File: src/rtl/qed_filter_pkg.sv
// qed_filter_pkg
//   Shared definitions for the QED instruction filter: one-hot class
//   indices, the QED phase encoding and the RV32I opcode/funct fields
//   the classifier and the filter both need.
package qed_filter_pkg;

  // One-hot class bit positions; bit 0 is R-type, bit 11 is the custom NOP
  localparam int NUM_CLS    = 12;
  localparam int CLS_R      = 0;
  localparam int CLS_I      = 1;
  localparam int CLS_LOAD   = 2;
  localparam int CLS_STORE  = 3;
  localparam int CLS_BRANCH = 4;
  localparam int CLS_JAL    = 5;
  localparam int CLS_JALR   = 6;
  localparam int CLS_LUI    = 7;
  localparam int CLS_AUIPC  = 8;
  localparam int CLS_FENCE  = 9;
  localparam int CLS_SYSTEM = 10;
  localparam int CLS_NOP    = 11;

  typedef enum logic [1:0] {
    PH_IDLE = 2'd0,
    PH_ORIG = 2'd1,
    PH_DUP  = 2'd2,
    PH_DONE = 2'd3
  } qed_phase_e;

  localparam logic [6:0] OP_OP     = 7'h33;
  localparam logic [6:0] OP_IMM    = 7'h13;
  localparam logic [6:0] OP_LOAD   = 7'h03;
  localparam logic [6:0] OP_STORE  = 7'h23;
  localparam logic [6:0] OP_BRANCH = 7'h63;
  localparam logic [6:0] OP_JAL    = 7'h6F;
  localparam logic [6:0] OP_JALR   = 7'h67;
  localparam logic [6:0] OP_LUI    = 7'h37;
  localparam logic [6:0] OP_AUIPC  = 7'h17;
  localparam logic [6:0] OP_FENCE  = 7'h0F;
  localparam logic [6:0] OP_SYSTEM = 7'h73;
  localparam logic [6:0] OP_NOP    = 7'h7F;

  localparam logic [2:0] F3_ADD_SUB = 3'b000;
  localparam logic [2:0] F3_SLL     = 3'b001;
  localparam logic [2:0] F3_SR      = 3'b101;
  localparam logic [2:0] F3_ZERO    = 3'b000;

  localparam logic [6:0] F7_BASE = 7'h00;
  localparam logic [6:0] F7_ALT  = 7'h20;

  localparam logic [11:0] IMM_ECALL  = 12'h000;
  localparam logic [11:0] IMM_EBREAK = 12'h001;

endpackage

File: src/rtl/qed_inst_classify.sv
// qed_inst_classify
//   Pure combinational RV32I decoder. Produces a one-hot class (all zero
//   for encodings that are not valid RV32I or the custom NOP), flags for
//   which register fields the instruction actually reads/writes, and the
//   12-bit immediate in the position loads/stores use.
// Ports:
//   instruction  in   32       candidate instruction word
//   inst_class   out  NUM_CLS  one-hot class, zero when unknown
//   uses_rs1     out  1        rs1 field is a real source
//   uses_rs2     out  1        rs2 field is a real source
//   uses_rd      out  1        rd field is a real destination
//   imm12        out  12       S-format imm for stores, I-format otherwise
module qed_inst_classify
  import qed_filter_pkg::*;
(
  input  logic [31:0]        instruction,
  output logic [NUM_CLS-1:0] inst_class,
  output logic               uses_rs1,
  output logic               uses_rs2,
  output logic               uses_rd,
  output logic [11:0]        imm12
);

  logic [6:0] opcode;
  logic [2:0] funct3;
  logic [6:0] funct7;

  assign opcode = instruction[6:0];
  assign funct3 = instruction[14:12];
  assign funct7 = instruction[31:25];

  // Decode by opcode, then qualify with funct3/funct7 so reserved
  // encodings fall through with an all-zero class.
  always_comb begin
    inst_class = '0;
    uses_rs1   = 1'b0;
    uses_rs2   = 1'b0;
    uses_rd    = 1'b0;
    imm12      = instruction[31:20];
    case (opcode)
      OP_OP: begin
        if (funct7 == F7_BASE ||
            (funct7 == F7_ALT && (funct3 == F3_ADD_SUB || funct3 == F3_SR))) begin
          inst_class[CLS_R] = 1'b1;
          uses_rs1          = 1'b1;
          uses_rs2          = 1'b1;
          uses_rd           = 1'b1;
        end
      end
      OP_IMM: begin
        // Shift-immediates reuse funct7 as an encoding field
        if ((funct3 == F3_SLL) ? (funct7 == F7_BASE) :
            (funct3 == F3_SR)  ? (funct7 == F7_BASE || funct7 == F7_ALT) : 1'b1) begin
          inst_class[CLS_I] = 1'b1;
          uses_rs1          = 1'b1;
          uses_rd           = 1'b1;
        end
      end
      OP_LOAD: begin
        if (funct3 != 3'b011 && funct3 != 3'b110 && funct3 != 3'b111) begin
          inst_class[CLS_LOAD] = 1'b1;
          uses_rs1             = 1'b1;
          uses_rd              = 1'b1;
        end
      end
      OP_STORE: begin
        imm12 = {instruction[31:25], instruction[11:7]};
        if (funct3 <= 3'b010) begin
          inst_class[CLS_STORE] = 1'b1;
          uses_rs1              = 1'b1;
          uses_rs2              = 1'b1;
        end
      end
      OP_BRANCH: begin
        if (funct3 != 3'b010 && funct3 != 3'b011) begin
          inst_class[CLS_BRANCH] = 1'b1;
          uses_rs1               = 1'b1;
          uses_rs2               = 1'b1;
        end
      end
      OP_JAL: begin
        inst_class[CLS_JAL] = 1'b1;
        uses_rd             = 1'b1;
      end
      OP_JALR: begin
        if (funct3 == F3_ZERO) begin
          inst_class[CLS_JALR] = 1'b1;
          uses_rs1             = 1'b1;
          uses_rd              = 1'b1;
        end
      end
      OP_LUI: begin
        inst_class[CLS_LUI] = 1'b1;
        uses_rd             = 1'b1;
      end
      OP_AUIPC: begin
        inst_class[CLS_AUIPC] = 1'b1;
        uses_rd               = 1'b1;
      end
      OP_FENCE: begin
        if (funct3 == F3_ZERO) inst_class[CLS_FENCE] = 1'b1;
      end
      OP_SYSTEM: begin
        // Only the privileged funct3=0 group; ECALL/EBREAK are picked out by the filter
        if (funct3 == F3_ZERO) inst_class[CLS_SYSTEM] = 1'b1;
      end
      OP_NOP: begin
        inst_class[CLS_NOP] = 1'b1;
      end
      default: begin
        inst_class = '0;
      end
    endcase
  end

endmodule

File: src/rtl/qed_inst_filter.sv
// qed_inst_filter
//   Stateful QED instruction constraint. Classifies the candidate
//   instruction, checks it against the commit-phase class mask and the
//   original/duplicate register and memory partitions, and tracks QED
//   progress (phase FSM, issue counters, store-gap timer).
// Ports:
//   clk           in   1        clock
//   rst           in   1        synchronous active-high reset
//   instruction   in   32       candidate instruction
//   instr_valid   in   1        instruction is issued this cycle
//   exec_dup      in   1        duplicate-mode request
//   sif_commit    in   1        commit point reached, selects MASK_POST
//   inst_legal    out  1        combinational legality verdict
//   inst_class    out  12       one-hot class of the instruction
//   phase         out  2        QED phase (IDLE/ORIG/DUP/DONE)
//   orig_count    out  CNT_W    counted originals
//   dup_count     out  CNT_W    counted duplicates
//   protocol_err  out  1        sticky protocol error
module qed_inst_filter
  import qed_filter_pkg::*;
#(
  parameter int          REG_SPLIT = 16,
  parameter int          MEM_SPLIT = 64,
  parameter int          CNT_W     = 8,
  parameter int          STORE_GAP = 1,
  parameter logic [11:0] MASK_PRE  = 12'hFFF,
  parameter logic [11:0] MASK_POST = 12'hFFF,
  parameter bit          PC_RD0    = 1'b1
) (
  input  logic               clk,
  input  logic               rst,
  input  logic [31:0]        instruction,
  input  logic               instr_valid,
  input  logic               exec_dup,
  input  logic               sif_commit,
  output logic               inst_legal,
  output logic [NUM_CLS-1:0] inst_class,
  output logic [1:0]         phase,
  output logic [CNT_W-1:0]   orig_count,
  output logic [CNT_W-1:0]   dup_count,
  output logic               protocol_err
);

  localparam int               GAP_W     = (STORE_GAP > 1) ? $clog2(STORE_GAP + 1) : 1;
  localparam logic [GAP_W-1:0] GAP_LOAD  = GAP_W'(STORE_GAP);
  localparam logic [5:0]       REG_SPL_V = 6'(REG_SPLIT);
  localparam logic [12:0]      MEM_LO_V  = 13'(MEM_SPLIT);
  localparam logic [12:0]      MEM_HI_V  = 13'(2 * MEM_SPLIT);
  localparam logic [CNT_W-1:0] CNT_MAX   = '1;

  qed_phase_e         state_q;
  logic [GAP_W-1:0]   gap_cnt;
  logic [NUM_CLS-1:0] cls;
  logic               uses_rs1, uses_rs2, uses_rd;
  logic [11:0]        imm12;
  logic [4:0]         rd, rs1, rs2;
  logic               eff_dup, is_nop, is_ldst;
  logic               class_ok, mask_ok, reg_ok, mem_ok, phase_ok, gap_ok;
  logic               counted;

  qed_inst_classify u_classify (
    .instruction (instruction),
    .inst_class  (cls),
    .uses_rs1    (uses_rs1),
    .uses_rs2    (uses_rs2),
    .uses_rd     (uses_rd),
    .imm12       (imm12)
  );

  assign rd         = instruction[11:7];
  assign rs1        = instruction[19:15];
  assign rs2        = instruction[24:20];
  assign inst_class = cls;
  assign is_nop     = cls[CLS_NOP];
  assign is_ldst    = cls[CLS_LOAD] | cls[CLS_STORE];

  // The instruction that carries the ORIG->DUP switch is itself the first
  // duplicate, so it is judged against the duplicate partition.
  assign eff_dup = (state_q == PH_DUP) || (state_q == PH_ORIG && exec_dup);

  // x0 is shared by both halves; the duplicate half is REG_SPLIT..31
  function automatic logic reg_in_half(input logic [4:0] r, input logic dup);
    if (dup) return (r == 5'd0) || ({1'b0, r} >= REG_SPL_V);
    return {1'b0, r} < REG_SPL_V;
  endfunction

  // Per-class encoding restrictions beyond plain RV32I decode
  always_comb begin
    class_ok = 1'b1;
    if (cls[CLS_SYSTEM])
      class_ok = (imm12 == IMM_ECALL || imm12 == IMM_EBREAK) && rd == 5'd0 && rs1 == 5'd0;
    if (PC_RD0 && (cls[CLS_JAL] || cls[CLS_JALR] || cls[CLS_AUIPC]))
      class_ok = (rd == 5'd0);
  end

  // Unknown encodings have an all-zero class and therefore fail here
  assign mask_ok = |(cls & (sif_commit ? MASK_POST : MASK_PRE));

  assign reg_ok = (!uses_rd  || reg_in_half(rd,  eff_dup)) &&
                  (!uses_rs1 || reg_in_half(rs1, eff_dup)) &&
                  (!uses_rs2 || reg_in_half(rs2, eff_dup));

  // Memory accesses are absolute (base x0) into the phase's imm12 window
  always_comb begin
    mem_ok = 1'b1;
    if (is_ldst) begin
      if (eff_dup)
        mem_ok = (rs1 == 5'd0) && ({1'b0, imm12} >= MEM_LO_V) && ({1'b0, imm12} < MEM_HI_V);
      else
        mem_ok = (rs1 == 5'd0) && ({1'b0, imm12} < MEM_LO_V);
    end
  end

  // Progress limits: no wrap of orig_count, no more duplicates than
  // originals, nothing but NOP once the run is complete.
  always_comb begin
    phase_ok = 1'b1;
    if (!is_nop) begin
      if (state_q == PH_DONE)      phase_ok = 1'b0;
      else if (eff_dup)            phase_ok = dup_count < orig_count;
      else if (state_q == PH_ORIG) phase_ok = orig_count != CNT_MAX;
    end
  end

  assign gap_ok     = !(is_ldst && gap_cnt != '0);
  assign inst_legal = class_ok && mask_ok && reg_ok && mem_ok && phase_ok && gap_ok;
  assign counted    = instr_valid && inst_legal && !is_nop;

  // Phase FSM, issue counters, store-gap timer and sticky error flag
  always_ff @(posedge clk) begin
    if (rst) begin
      state_q      <= PH_IDLE;
      orig_count   <= '0;
      dup_count    <= '0;
      gap_cnt      <= '0;
      protocol_err <= 1'b0;
    end else begin
      if (counted && cls[CLS_STORE])
        gap_cnt <= GAP_LOAD;
      else if (gap_cnt != '0)
        gap_cnt <= gap_cnt - 1'b1;

      case (state_q)
        PH_IDLE, PH_ORIG: begin
          if (instr_valid && exec_dup) begin
            if (orig_count != '0) begin
              state_q <= PH_DUP;
              if (counted) begin
                dup_count <= dup_count + 1'b1;
                if ((dup_count + 1'b1) == orig_count) state_q <= PH_DONE;
              end
            end else begin
              protocol_err <= 1'b1;
            end
          end else if (counted) begin
            state_q    <= PH_ORIG;
            orig_count <= orig_count + 1'b1;
          end
        end
        PH_DUP: begin
          if (instr_valid && !exec_dup) protocol_err <= 1'b1;
          if (counted) begin
            dup_count <= dup_count + 1'b1;
            if ((dup_count + 1'b1) == orig_count) state_q <= PH_DONE;
          end
        end
        default: begin
          state_q <= PH_DONE;
        end
      endcase
    end
  end

  assign phase = state_q;

endmodule

File: config.mk
export PLATFORM = sky130hd
export DESIGN_NAME = qed_inst_filter
export DESIGN_NICKNAME = d
export VERILOG_FILES = /design/src/rtl/qed_filter_pkg.sv /design/src/rtl/qed_inst_classify.sv /design/src/rtl/qed_inst_filter.sv
export SDC_FILE = /design/constraint.sdc
export NUM_CORES = 1
export LEC_CHECK = 0
export BUFFER_PORTS_ARGS = -buffer_cell sky130_fd_sc_hd__buf_2
export CORE_ASPECT_RATIO = 1.5
export CORE_MARGIN = 1
export CORE_UTILIZATION = 51
export CTS_BUF_LIST = sky130_fd_sc_hd__clkbuf_4 sky130_fd_sc_hd__clkbuf_8 sky130_fd_sc_hd__clkbuf_16
export DETAILED_ROUTE_END_ITERATION = 16
export PLACE_DENSITY_LB_ADDON = 0.2
export SKIP_LAST_GASP = 1
export SLEW_MARGIN = 20
export SYNTH_ARGS = -nofsm -noshare
export SYNTH_HDL_FRONTEND = slang
export SYNTH_SLANG_ARGS = --single-unit
File: constraint.sdc
create_clock -name clk -period 3.5 [get_ports clk]
set_input_delay 0.175 -clock clk [delete_from_list [all_inputs] [get_ports clk]]
set_output_delay 0.175 -clock clk [all_outputs]
set_load 0.03 [all_outputs]
==> impl_metrics.csv <==
group,metric,value,unit
synth,synth-seq-cells,20,
clocking,h-tree-depth,1,
critical_path,crit_cells,7,
synth,yosys-top-cells-area,"dfxtp_1 19%, ha_1 6.5%, nor2_1 5.2%, mux2_2 4.8%, nor4_1 4.4%",
grt,grt_overflow,0,
grt,grt_use_met3,3.18,%
power,leakagePower,1.10,nW
synth,synth_top_area_share,18.9,%
grt,grtUsageMet1,25.6,%
sta,hold_viol,0,
sta,relSlewSlack,34.2,%
synth,synthDistinctLibCells,55,
routing,antenna_left,0,
synth,syn-cell-area,2110,um^2
sta,fin_worst_skew,1.35,ps
critical_path,arrival,2900,ps
cells_and_area,areaGrowthSynthToFinish,19.2,%
critical_path,cp-end-kind,"output pin",
cells_and_area,layout-drive-gt1-share,27.8,%
routing,drt-total-wl,5640,um
synth,yosysMostFrequentCell,"nor2_1",
clocking,clk_latency,260,ps
floorplanning,coreArea,3960,um^2
power,vdd_drop_max,0.000208,V
grt,grt_pass1_wl,8680,um
clocking,cts_resized,0,
critical_path,critPathMaxFanout,15,
clocking,post_cts_buffers,0,
synth,synth-simple-area-share,39.3,%
synth,synthCells,282,
sta,rsz0062_at_grt,"false",
worst_hold_path,hold_path_class,"primary input to register",
sta,drv_slew,0,
critical_path,cp-start-kind,"register",
place,place.port_buffers,67,
routing,drc,0,
synth,synth_edf_count,0,
critical_path,critPathTopFamily,"compound AO/OA/AOI/OAI gates",
floorplanning,io_pins,69,
grt,gr-usage-met2,51.5,%
sta,final.setup.tns,0,ps
place,post_dp_cell_area,2460,um^2
critical_path,worstSetupPathType,"register to output pin",
sta,period_minus_slack,3080,ps
clocking,clkTransAtPathRegs,70,ps
synth,synth-async-reset-ratio,0,%
synth,syn-num-nets,330,
synth,yosysSeqAreaShare,18.9,%
floorplanning,dieArea,4410,um^2
sta,worstMarginPinSlew,987,ps
critical_path,max_stage_delay,810,ps
synth,post-synth-top-area-cell,"dfxtp_1",
power,power_per_cell_area,204,nW/um^2
sta,layout_worst_path_cycle_share,88.0,%
cells_and_area,finish.net_count,391,
routing,viasPerCell,6.21,
synth,synth_compound_area_share,20.2,%
synth,synth_xor_xnor_area_share,4.56,%
synth,yosys-top-cells-count,"29 x nor2_1, 20 x dfxtp_1, 15 x a21oi_1, 15 x nand3_1, 15 x nor4_1",
synth,synthMuxAreaShare,5.33,%
place,dp_hpwl,4510,um
run_status,status,"finished clean",
job,max_cap_violations,0,
grt,grt_max_degree,30,
critical_path,slowest_stage,"a221oi_2",
synth,ys_warn_count,0,
sta,max_freq,0.325,GHz
grt,grt_antenna_before_repair,0,
grt,grt_util_all_layers,26.4,%
floorplanning,die_x,54.6,um
routing,drt_iter0_markers,44,
clocking,cts_tree,"yes",
clocking,cts-root-buf,"clkbuf_8",
critical_path,path_cells,"nand3b_1 > a211oi_1 > a21oi_1 > or3_1 > a221oi_2 > nor3_1 > buf_2",
floorplanning,start_util,53.4,%
cells_and_area,antenna_cells,0,
critical_path,worst-path-buf-inv,1,
clocking,ctsHoldBuffers,0,
synth,avgSynthCellArea,7.49,um^2
floorplanning,dieHeight,80.8,um
routing,drt-pass1-iter-count,4,
clocking,clockBufferDepth,2,
routing,routedWlPerCell,14.6,um
place,gp_congestion,0.886,
cells_and_area,fillerInstances,409,
synth,synth_fa_ha_area_share,6.51,%
grt,busiest_layer,"met2",
synth,synth_ff_type,"dfxtp_1",
synth,synth_top_family_by_area,"simple AND/OR/NAND/NOR gates",
worst_hold_path,hold_depth,3,
cells_and_area,design_area,2520,um^2
routing,vias,2405,
clocking,cts-buffers-inserted,3,
sta,setup_viol,0,
floorplanning,rows,28,
critical_path,required,3320,ps
critical_path,ff2ff_path_depth,9,
grt,grt_pass1_vias,2051,
clocking,cts.sinks,20,
==> through the flow <==
step / hold WS [ps] / setup WS [ps] / power (W) / cells / util [%]
after floorplan: 316 / 680 / 0.000296 / 282 / -
after global placement: 450 / 463 / 0.000335 / 383 / 62.2
after detailed placement: 463 / 312 / 0.000337 / 383 / 62.2
after CTS: 213 / 470 / 0.000518 / 387 / 63.6
after global routing: 243 / 273 / 0.000538 / 387 / 63.6
final: 214 / 422 / 0.000513 / 387 / 63.6
==> metal layers <==
layer,share of wire (%),up-vias
li1,-,1194
met3,3.9,15
met2,55,74
met5,0,-
met4,2.9,0
met1,38,1122
==> where the power goes <==
group	switching, W	internal, W
logic	0.0000619	0.0000389
clock network	0.0000801	0.000100
registers	0.00000234	0.000229
==> cell families (layout without fill, tap and decap cells) <==
| logic type | count (synthesis) | count (layout) |
|---|---|---|
| xor gates and xnor gates | 11 | 11 |
| buffers and inverters | 27 | 87 |
| DFF | 20 | 20 |
| and+or+nand+nor | 143 | 143 |
| adders and majority gates | 11 | 11 |
| AOI/OAI and AO/OA | 60 | 60 |
| muxes | 10 | 10 |
==> cell type report <==
| type | instances | area, um^2 | area share (%) |
|---|---|---|---|
| Clock buffer | 4 | 55.1 | 2.19 |
| Inverter | 14 | 52.6 | 2.09 |
| Multi-Input combinational cell | 235 | 1600 | 63.7 |
| Sequential cell | 20 | 400 | 15.9 |
| Tap cell | 45 | 56.3 | 2.24 |
| Timing Repair Buffer | 69 | 350 | 13.9 |
==> layout by cell type, fill, tap and decap left out, drive strengths merged, types with 2 or more instances in the layout <==
cell type	count
xor2	4
a31oi	2
nand4	6
ha	11
xnor2	7
nor4	15
or4	7
nor2b	12
nor2	29
nor3b	4
and2	2
a221oi	3
a31o	3
clkbuf	4
dfxtp	20
a211oi	4
nand2	13
a21oi	15
or4b	3
nor4b	5
nor3	9
nand3	15
o211ai	2
o21ai	10
o21a	3
mux2	10
nand3b	2
nand2b	4
buf	69
o31ai	5
inv	14
or3	5
and3	7
a21o	3
==> worst reg2reg max path, stage by stage, from the launching register on <==
cell and delay, ps:
dfxtp_1 430, inv_1 120, ha_1 300, nor2b_1 140, o31ai_1 230, a21oi_1 100, o22ai_1 260, nand4_1 410
nor4b_1 510, mux2_2 380
==> state kept, by name (all words and copies together), names as in the netlist <==
| name | flops |
|---|---|
| gap_cnt | 1 |
| protocol_err | 1 |
| phase | 2 |
| orig_count | 8 |
| dup_count | 8 |
==> final timing paths <==
| kind | slack (ps) | to | startpoint |
|---|---|---|---|
| min reg2reg | 470 | protocol_err | protocol_err |
| max reg2reg | 500 | dup_count[7] | orig_count[1] |
| min | 210 | protocol_err | instr_valid |
| max | 420 | inst_legal | phase[0] |
(Power assumes the default switching activity.)
